`config.mk`:
```
export PLATFORM = sky130hd
export DESIGN_NAME = fifo_uart_tx
export DESIGN_NICKNAME = d
export VERILOG_FILES = /design/src/rtl/fifo_uart_tx.sv
export SDC_FILE = /design/constraint.sdc
export NUM_CORES = 1
export LEC_CHECK = 0
export ABC_AREA = 1
export CAP_MARGIN = 20
export CORE_MARGIN = 8
export CORE_UTILIZATION = 50
export DETAILED_ROUTE_END_ITERATION = 8
export PLACE_DENSITY = 0.74
export SYNTH_ARGS = -nofsm -noshare
export SYNTH_HDL_FRONTEND = slang
export SYNTH_SLANG_ARGS = --single-unit
```
`constraint.sdc`:
```
create_clock -name clk -period 2.25 [get_ports clk]
set_clock_uncertainty 0.2 [all_clocks]
set_input_delay 0.45 -clock clk [delete_from_list [all_inputs] [get_ports clk]]
set_output_delay 0.45 -clock clk [all_outputs]
set_load 0.1 [all_outputs]
```
`src/rtl/fifo_uart_tx.sv`:
```
// FIFO read-side UART transmitter: pops one byte per frame and shifts it out as 8N1, LSB first.
// Define FIFO_UART_TX_PARITY_EN to insert an even parity bit between the data bits and the stop bit.
module fifo_uart_tx #(
  parameter int CLKS_PER_BIT = 16,
  parameter int DATA_W       = 8
) (
  input  logic              clk,
  input  logic              rst,
  input  logic              en,
  input  logic              fifo_empty,
  input  logic [DATA_W-1:0] fifo_data,
  output logic              fifo_rd_en,
  output logic              tx,
  output logic              busy,
  output logic              tx_done
);

  localparam int BAUD_W = (CLKS_PER_BIT > 1) ? $clog2(CLKS_PER_BIT) : 1;
  localparam int BIT_W  = $clog2(DATA_W + 1);
  localparam logic [BAUD_W-1:0] BAUD_LAST = BAUD_W'(CLKS_PER_BIT - 1);
  localparam logic [BAUD_W-1:0] BAUD_PRE  = BAUD_W'(CLKS_PER_BIT - 2);
  localparam logic [BIT_W-1:0]  BIT_LAST  = BIT_W'(DATA_W - 1);

  typedef enum logic [2:0] {
    S_IDLE,
    S_POP,
    S_LOAD,
    S_START,
    S_DATA,
    S_STOP
`ifdef FIFO_UART_TX_PARITY_EN
    , S_PARITY
`endif
  } state_t;

  state_t             r_state;
  logic [BAUD_W-1:0]  r_baud;
  logic [BIT_W-1:0]   r_bit;
  logic [DATA_W-1:0]  r_shift;
  logic               r_tx;
  logic               r_rd_en;
  logic               r_busy;
  logic               r_done;
`ifdef FIFO_UART_TX_PARITY_EN
  logic               r_parity;
`endif

  logic               w_baud_end;
  logic [DATA_W-1:0]  w_shift_next;

  assign w_baud_end   = (r_baud == BAUD_LAST);
  assign w_shift_next = r_shift >> 1;

  always_ff @(posedge clk) begin
    if (!rst) begin
      r_state  <= S_IDLE;
      r_baud   <= '0;
      r_bit    <= '0;
      r_shift  <= '0;
      r_tx     <= 1'b1;
      r_rd_en  <= 1'b0;
      r_busy   <= 1'b0;
      r_done   <= 1'b0;
`ifdef FIFO_UART_TX_PARITY_EN
      r_parity <= 1'b0;
`endif
    end else begin
      r_rd_en <= 1'b0;
      r_done  <= 1'b0;
      case (r_state)
        S_IDLE: begin
          r_tx   <= 1'b1;
          r_baud <= '0;
          r_bit  <= '0;
          if (en && !fifo_empty) begin
            r_state <= S_POP;
            r_rd_en <= 1'b1;
            r_busy  <= 1'b1;
          end
        end

        S_POP: begin
          r_state <= S_LOAD;
        end

        // FIFO d_out becomes valid the cycle after the pop edge
        S_LOAD: begin
          r_shift <= fifo_data;
`ifdef FIFO_UART_TX_PARITY_EN
          r_parity <= ^fifo_data;
`endif
          r_tx    <= 1'b0;
          r_baud  <= '0;
          r_state <= S_START;
        end

        S_START: begin
          if (w_baud_end) begin
            r_baud  <= '0;
            r_bit   <= '0;
            r_tx    <= r_shift[0];
            r_state <= S_DATA;
          end else begin
            r_baud <= r_baud + 1'b1;
          end
        end

        S_DATA: begin
          if (w_baud_end) begin
            r_baud  <= '0;
            r_shift <= w_shift_next;
            if (r_bit == BIT_LAST) begin
`ifdef FIFO_UART_TX_PARITY_EN
              r_tx    <= r_parity;
              r_state <= S_PARITY;
`else
              r_tx    <= 1'b1;
              r_state <= S_STOP;
`endif
            end else begin
              r_bit <= r_bit + 1'b1;
              r_tx  <= w_shift_next[0];
            end
          end else begin
            r_baud <= r_baud + 1'b1;
          end
        end

`ifdef FIFO_UART_TX_PARITY_EN
        S_PARITY: begin
          if (w_baud_end) begin
            r_baud  <= '0;
            r_tx    <= 1'b1;
            r_state <= S_STOP;
          end else begin
            r_baud <= r_baud + 1'b1;
          end
        end
`endif

        // Done is raised one count early so the registered pulse lands on the last stop cycle
        S_STOP: begin
          r_tx <= 1'b1;
          if (r_baud == BAUD_PRE) begin
            r_done <= 1'b1;
          end
          if (w_baud_end) begin
            r_baud  <= '0;
            r_busy  <= 1'b0;
            r_state <= S_IDLE;
          end else begin
            r_baud <= r_baud + 1'b1;
          end
        end

        default: begin
          r_state <= S_IDLE;
          r_tx    <= 1'b1;
          r_busy  <= 1'b0;
        end
      endcase
    end
  end

  assign fifo_rd_en = r_rd_en;
  assign tx         = r_tx;
  assign busy       = r_busy;
  assign tx_done    = r_done;

endmodule

```
* Yosys cells after proc, flatten, opt, wreduce, memory -nomap -nowiden
Cells that the tools add are included.
** Storage, ports and cells
- Register bits after elaboration :: 23
- Input bits :: 12
- Output and inout port bits :: 4
** Operators by class
- Add/subtract/negate cells :: 2
- Equality and inequality tests :: 14
- Mux-type cells :: 23
- Bitwise logic cells :: 2
- Reductions and logical operators :: 16
** Operator list (number)
- $pmux 3 s6 :: 1
- $mux 4 :: 4
- $pmux 8 s2 :: 1
- $mux 3 :: 5
- $ne 2x2->1 const B :: 6
- $pmux 4 s3 :: 1
- $add 4x1->4 const B :: 2
- $eq 4x4->1 const B :: 2
- $mux 8 :: 1
- $pmux 4 s2 :: 1
- $mux 1 :: 7
- $eq 3x2->1 const B :: 2
- $eq 3x3->1 const B :: 2
- $reduce_and 2->1 :: 3
- $reduce_and 3->1 :: 2
- $reduce_and 5->1 :: 1
- $eq 4x3->1 const B :: 1
- $pmux 1 s4 :: 1
- $reduce_and 4->1 :: 1
- $reduce_bool 2->1 :: 2
- $reduce_or 4->1 :: 1
- $eq 3x1->1 const B :: 1
- $logic_not 3->1 :: 1
- $pmux 1 s3 :: 1
- 6 further kinds :: 7

* Longest topological paths before layout
Gate-level depths: netlist of the first run.
- Depth in word-level cells :: 4
- Mapped depth :: 9

* Least setup slack after synthesis of the first run
OpenSTA, ideal clock, no wires.
- Path type :: reg2reg
- Start point :: register r_baud[1]
- End point :: register r_shift[2]
- Library setup time :: 0.119 ns
- Arrival time :: 1.290 ns
- Path slack :: 0.640 ns
- Cell stages (with the launch flop) :: 8
- Cell sequence :: dfxtp_1 ha_1 nand3_2 o21ai_4 inv_1 buf_2 o21ai_0 a21oi_1
** On the way
- Cells in the longest elaborated chain, start to end :: 3
** RTL lines
- start, declared :: line 37 : logic [BAUD_W-1:0] r_baud;
- start signal, assigned :: line 104 : r_baud <= r_baud + 1'b1;
- start signal, assigned :: line 125 : r_baud <= r_baud + 1'b1;
- start signal, assigned :: line 152 : r_baud <= r_baud + 1'b1;
- $eq 4x4->1 :: line 51 : assign w_baud_end = (r_baud == BAUD_LAST);
- $ne 2x2->1 (no source line)
- $reduce_and 2->1 (no source line)
- end signal, assigned :: line 88 : r_shift <= fifo_data;
- end signal, assigned :: line 111 : r_shift <= w_shift_next;
- end, declared :: line 39 : logic [DATA_W-1:0] r_shift;
No other way between the ends.
A chain may end at the register's enable or synchronous reset.

* Final worst setup path of the first run
- Start point :: register r_baud[1]
- End point :: register r_shift[6]
Same word-level chain as after synthesis.

==> out/metrics.cfg, run 1 <==
[global_route]
grt_pass1_wl_um = 4410
grt_util_all_layers = 0.127
grt_pass1_vias = 1028
antenna_found_initial = 0
grt_overflow = 0
grt_max_degree = 16

[synth]
synth-edff-count = 0
ys.flop_type = dfxtp_1
syn_inst = 170
ys_async_sr_fraction = 0
yosysUniqueCellTypes = 27
yosys-top-cells-count = 35 x nand2_1, 23 x dfxtp_1, 18 x a21oi_1
syn-num-nets = 185
synthesis.area_sq_um = 1200
ys_seq_area_frac = 0.385
ys_top_cells_by_area = dfxtp_1 38%, nand2_1 11%, a21oi_1 7.5%, o21ai_0 6.3%, nand3_1 5.4%
synth_seq_cells = 23
yosysWarningCount = 0
netlist.area_leader.share = 0.385
yosysMostFrequentCell = nand2_1
syn_avg_cell_area_sq_um = 7.04
yosysTopAreaCell = dfxtp_1

[drt]
initialDrtViolationCount = 45
drc_errors = 0
dr.pass1.iters = 4
ant_nets = 0
drt-vias-per-instance = 5.27
wl_per_cell_um = 12.2
num_vias = 1122
wl_um = 2590

[clock_network]
cts_tree = built
path_clk_slew_ns = 0.12
h-tree-depth = 1
post_cts_resize_count = 0
cts_buffers = 3
post_cts_buffers = 0
cts_root_buffer = clkbuf_4
clkLatencyLatePin_ns = 0.32
ctsHoldBuffers = 0
cts_sinks = 23
cts_buffer_depth = 2

[critical_path]
cp.required_ns = 2.26
critPathMaxFanout = 11
cp-end-kind = register
criticalPathCategory = register to register
worst_setup_path_start_kind = register
cp_data_arrival_time_ns = 1.87

[pwr]
irDropWorstVdd_mv = 0.682
leakage_nw = 0.583
power_density_nw_per_um2 = 1030
finalPower_mw = 1.42

[placed_design]
place_area_sq_um = 1350
io_buffers = 15
dp_hpwl_um = 1900
dp_cells = 209
place.gp.congestion = 0.829

[finish]
synthToLayoutAreaGrowth_pct = 14.7
diodes = 0
fill_cells = 210
final_nets = 201
final_cell_area_sq_um = 1370
drive_gt1_frac = 0.0973
final_util = 0.615
final_cells = 213

[sta]
fin_setup_tns_ns = 0
drv_slew = 0
fmax_ghz = 0.537
setup_violations = 0
rsz0062_at_grt = no
fin_crit_sh = 0.827
hold_viol_final = 0
worst_pin_slew_ns = 0.464
slew_headroom = 0.687
period_minus_slack_ns = 1.86

[min_path]
hold_path_class = register to register

[floorplan]
rows = 17
initial_core_util = 0.536
dieArea_sq_um = 4220
die_w_um = 64.9
die_y_um = 64.9
core_sq_um = 2230
io_pins = 16

[run]
drv_cap = 0

[run_status]
status = finished clean

-- per-stage QoR --
stage               setup slack (ns)  hold slack (ns)
finish                         0.389            0.256
global route                   0.255            0.280
CTS                            0.402            0.259
detailed placement             0.442            0.242
global placement               0.472            0.233
floorplan                      0.640            0.225
-- routing by layer --
| layer | share of wire | global-route usage | vias up |
|---|---|---|---|
| met3 | 0.031 | 0.0292 | 5 |
| met5 | 0 | 0 | - |
| met2 | 0.45 | 0.205 | 20 |
| li1 | - | - | 592 |
| met1 | 0.50 | 0.156 | 505 |
| met4 | 0.017 | 0.0572 | 0 |
-- worst max-delay path: stages (launching register included) --
cell,delay (ns)
dfxtp_1,0.41
ha_1,0.23
nand3_2,0.18
o21ai_4,0.25
inv_1,0.20
o21ai_0,0.23
a21oi_1,0.05
-- final cells by class --
type                       count  area, sq um  share of cell area
clock buffer                   4         26.3              0.0191
inverter                      18         67.6              0.0492
multi-input combinational    123          629               0.458
sequential                    23          460               0.335
tap                           28         35.0              0.0255
timing repair buffer          17          155               0.113
-- kinds of logic after synthesis --
logic type | count (synthesis) | synth area share
buffers and inverters | 24 | 0.0899
AO/OA/AOI/OAI | 38 | 0.176
adder cells (fa/ha/maj) | 3 | 0.0314
XOR/XNOR | 1 | 0.00732
flip-flops | 23 | 0.385
AND/OR/NAND/NOR | 81 | 0.311
-- where the power goes --
group / internal, mW / total (mW) / switching (mW)
registers: 0.498 / 0.576 / 0.0775
clock network: 0.0694 / 0.195 / 0.125
logic: 0.206 / 0.647 / 0.441
total: 0.774 / 1.42 / 0.644
-- flip-flops by register name, summed over array words and instances, names as in the netlist --
register and count:
fifo_rd_en 1, tx 1, busy 1, r_baud 4, r_bit 4, r_state 3
r_shift 8, tx_done 1
-- final timing paths --
path         slack [ns]          to  startpoint  cells after the start
max                0.39  r_shift[6]   r_baud[1]                      6
min                0.26  r_shift[5]  r_shift[5]                      2
max reg2reg        0.39  r_shift[6]   r_baud[1]                      6
min reg2reg        0.26  r_shift[5]  r_shift[5]                      2
-- placed cells by master, fill, tap and decap left out, types with 2 or more instances in the layout --
cell,count
inv_1,17
nand4_1,2
nor3_1,4
nand2_2,3
nor2_1,17
a21oi_1,18
nand3_2,3
buf_4,6
dfxtp_1,23
clkbuf_4,3
o21ai_0,15
clkdlybuf4s50_1,11
nand2_1,35
nand3_1,13
ha_1,3
(Power assumes the default switching activity.)
==> inputs of run 2 (changes only) <==
- clock period: 2.25 -> 1.95 ns (I/O delays scaled with it)
==> run 2 against run 1 <==
Sequential power is 17% higher. Register-to-register slack got worse by 0.24 ns. Sequential cell count unchanged. Fmax is 3.5% higher. Critical path type unchanged.
==> out/metrics.cfg, run 2 (synthesized netlist as in run 1, its figures left out) <==
[critical_path]
worst_setup_path_start_kind = register
worstPathCellList = nor2_4 > nand2_2 > inv_1 > nand2_1 > and2_1 > nand3_1 > a21oi_1
criticalPathCategory = register to register
r2r-start = r_state[0]
critPathMaxFanout = 10  ; -1
slowest_stage = dfxtp_1
cp.required_ns = 2.00  ; -0.26 ns
crit_start = r_state[0]
path_buf_inv = 1  ; unchanged
cp-end-kind = register
cp_data_arrival_time_ns = 1.85  ; -0.02 ns
path_delay_family = simple AND/OR/NAND/NOR gates
critical_path.max_stage_delay_ns = 0.54  ; +0.13 ns
rrSetupSlack_ns = 0.15  ; -0.24 ns

[clock_network]
cts_root_buffer = clkbuf_4
ctsHoldBuffers = 0  ; unchanged
cts_buffer_depth = 2  ; unchanged
cts_buffers = 3  ; unchanged
cts_tree = built
clkLatencyLatePin_ns = 0.31  ; about the same
cts_sinks = 23  ; unchanged
h-tree-depth = 1  ; unchanged
path_clk_slew_ns = 0.13  ; about the same

[floorplan]
core_sq_um = 2230  ; unchanged
dieArea_sq_um = 4220  ; unchanged
io_pins = 16  ; unchanged
rows = 17  ; unchanged
initial_core_util = 0.536  ; unchanged
die_y_um = 64.9  ; unchanged
die_w_um = 64.9  ; unchanged

[finish]
regMostFlops = r_shift
final_cells = 216  ; +1.4%
largest_register_ffs = 8  ; unchanged
drive_gt1_frac = 0.122  ; +0.0250
final_cell_area_sq_um = 1450  ; +5.5%
diodes = 0  ; unchanged
most-common-layout-cells = 35 x nand2_1, 23 x dfxtp_1, 18 x a21oi_1
final_util = 0.649  ; +0.0336
synthToLayoutAreaGrowth_pct = 21.0
mostFrequentLayoutCell = nand2_1
final_nets = 204  ; +1.5%
largestRegisters = r_shift x8, r_baud x4, r_bit x4

[global_route]
grtUsageMet1 = 0.144  ; -0.0122
grt_overflow = 0  ; unchanged
grt-busiest-layer = met2
grt_util_all_layers = 0.125  ; -0.00149
antenna_found_initial = 0  ; unchanged
gr-usage-met3 = 0.0241  ; -0.00515
grt_max_degree = 15  ; -1
use_met2 = 0.219  ; +0.0137
grt_pass1_wl_um = 4360  ; -1.1%
grt_pass1_vias = 1058  ; +2.9%

[drt]
drc_errors = 0  ; unchanged
initialDrtViolationCount = 61  ; +36%
wl_um = 2610  ; +0.93%
drt-vias-per-instance = 5.25  ; -0.33%
wl_per_cell_um = 12.1  ; -0.47%
num_vias = 1134  ; +1.1%
dr.pass1.iters = 4  ; unchanged
ant_nets = 0  ; unchanged

[sta]
drv_slew = 0  ; unchanged
holdWs_ns = 0.260  ; +0.00417 ns
setup_violations = 0  ; unchanged
period_minus_slack_ns = 1.80  ; -0.0633 ns
worst_pin_slew_ns = 0.462  ; -0.00183 ns
fmax_ghz = 0.556  ; +3.5%
slew_headroom = 0.689  ; +0.00123
hold_viol_final = 0  ; unchanged
fin_crit_sh = 0.922  ; +0.0948

[run_status]
status = finished clean

[placed_design]
dp_cells = 209  ; unchanged
dp_hpwl_um = 1930  ; +1.6%
io_buffers = 15  ; unchanged
place.gp.congestion = 0.844  ; +1.9%
place_area_sq_um = 1400  ; +3.7%

[pwr]
leakage_nw = 0.611  ; +4.7%
irDropWorstVdd_mv = 0.775  ; +14%
power_density_nw_per_um2 = 1190  ; +15%

[run]
drv_cap = 0  ; unchanged

[min_path]
hold_path_class = register to register
min_from = r_shift[5]

run 2: metrics by stage:
step	power (mW)	setup WS, ns	TNS (ns)
after floorplan	1.27	0.340	0
after global placement	1.44	0.234	0
after detailed placement	1.46	0.168	0
after CTS	1.69	0.176	0
after global routing	1.85	-0.00222	-0.00339
final	1.72	0.152	0
run 2: path summary, 6_finish.rpt:
kind / depth (start not counted) / to
max reg2reg: 7 / r_bit[0]
min reg2reg: 2 / r_shift[5]
max: 7 / r_bit[0]
min: 2 / r_shift[5]
run 2: report_power, final:
group	switching [mW]	internal, mW
sequential	0.101	0.575
clock	0.145	0.0767
combinational	0.525	0.299
run 2: routing by layer:
layer,up-vias,routed length [um]
met1,514,1300
met3,4,78
met2,20,1220
met5,-,0
li1,596,-
met4,0,22
run 2: layout make-up:
| cell class | count | area [sq um] |
|---|---|---|
| Fill cell | 204 | 785 |
| Sequential cell | 23 | 460 |
| Multi-Input combinational cell | 123 | 629 |
| Clock inverter | 1 | 5.00 |
| Timing Repair Buffer | 19 | 220 |
| Clock buffer | 3 | 22.5 |
| Inverter | 18 | 71.3 |
| Timing Repair inverter | 1 | 5.00 |
| Tap cell | 28 | 35.0 |
run 2: worst reg2reg max path, delay by kind of cell (launching register included):
kind                   cells  cell delay (ns)
AOI/OAI and AO/OA          1             0.13
buffers and inverters      1             0.15
DFF                        1             0.54
and+or+nand+nor            5             0.72
run 2: what timing repair did:
item,CTS,global route
setup buffers,0,2
setup endpoints to repair,0,2
gates resized for setup,0,2
==> inputs of run 3 (changes only) <==
- CTS_CLUSTER_DIAMETER: unset -> 40
==> results of run 3 <==
No change in the layout: final DEF, timing and power equal those of run 2.
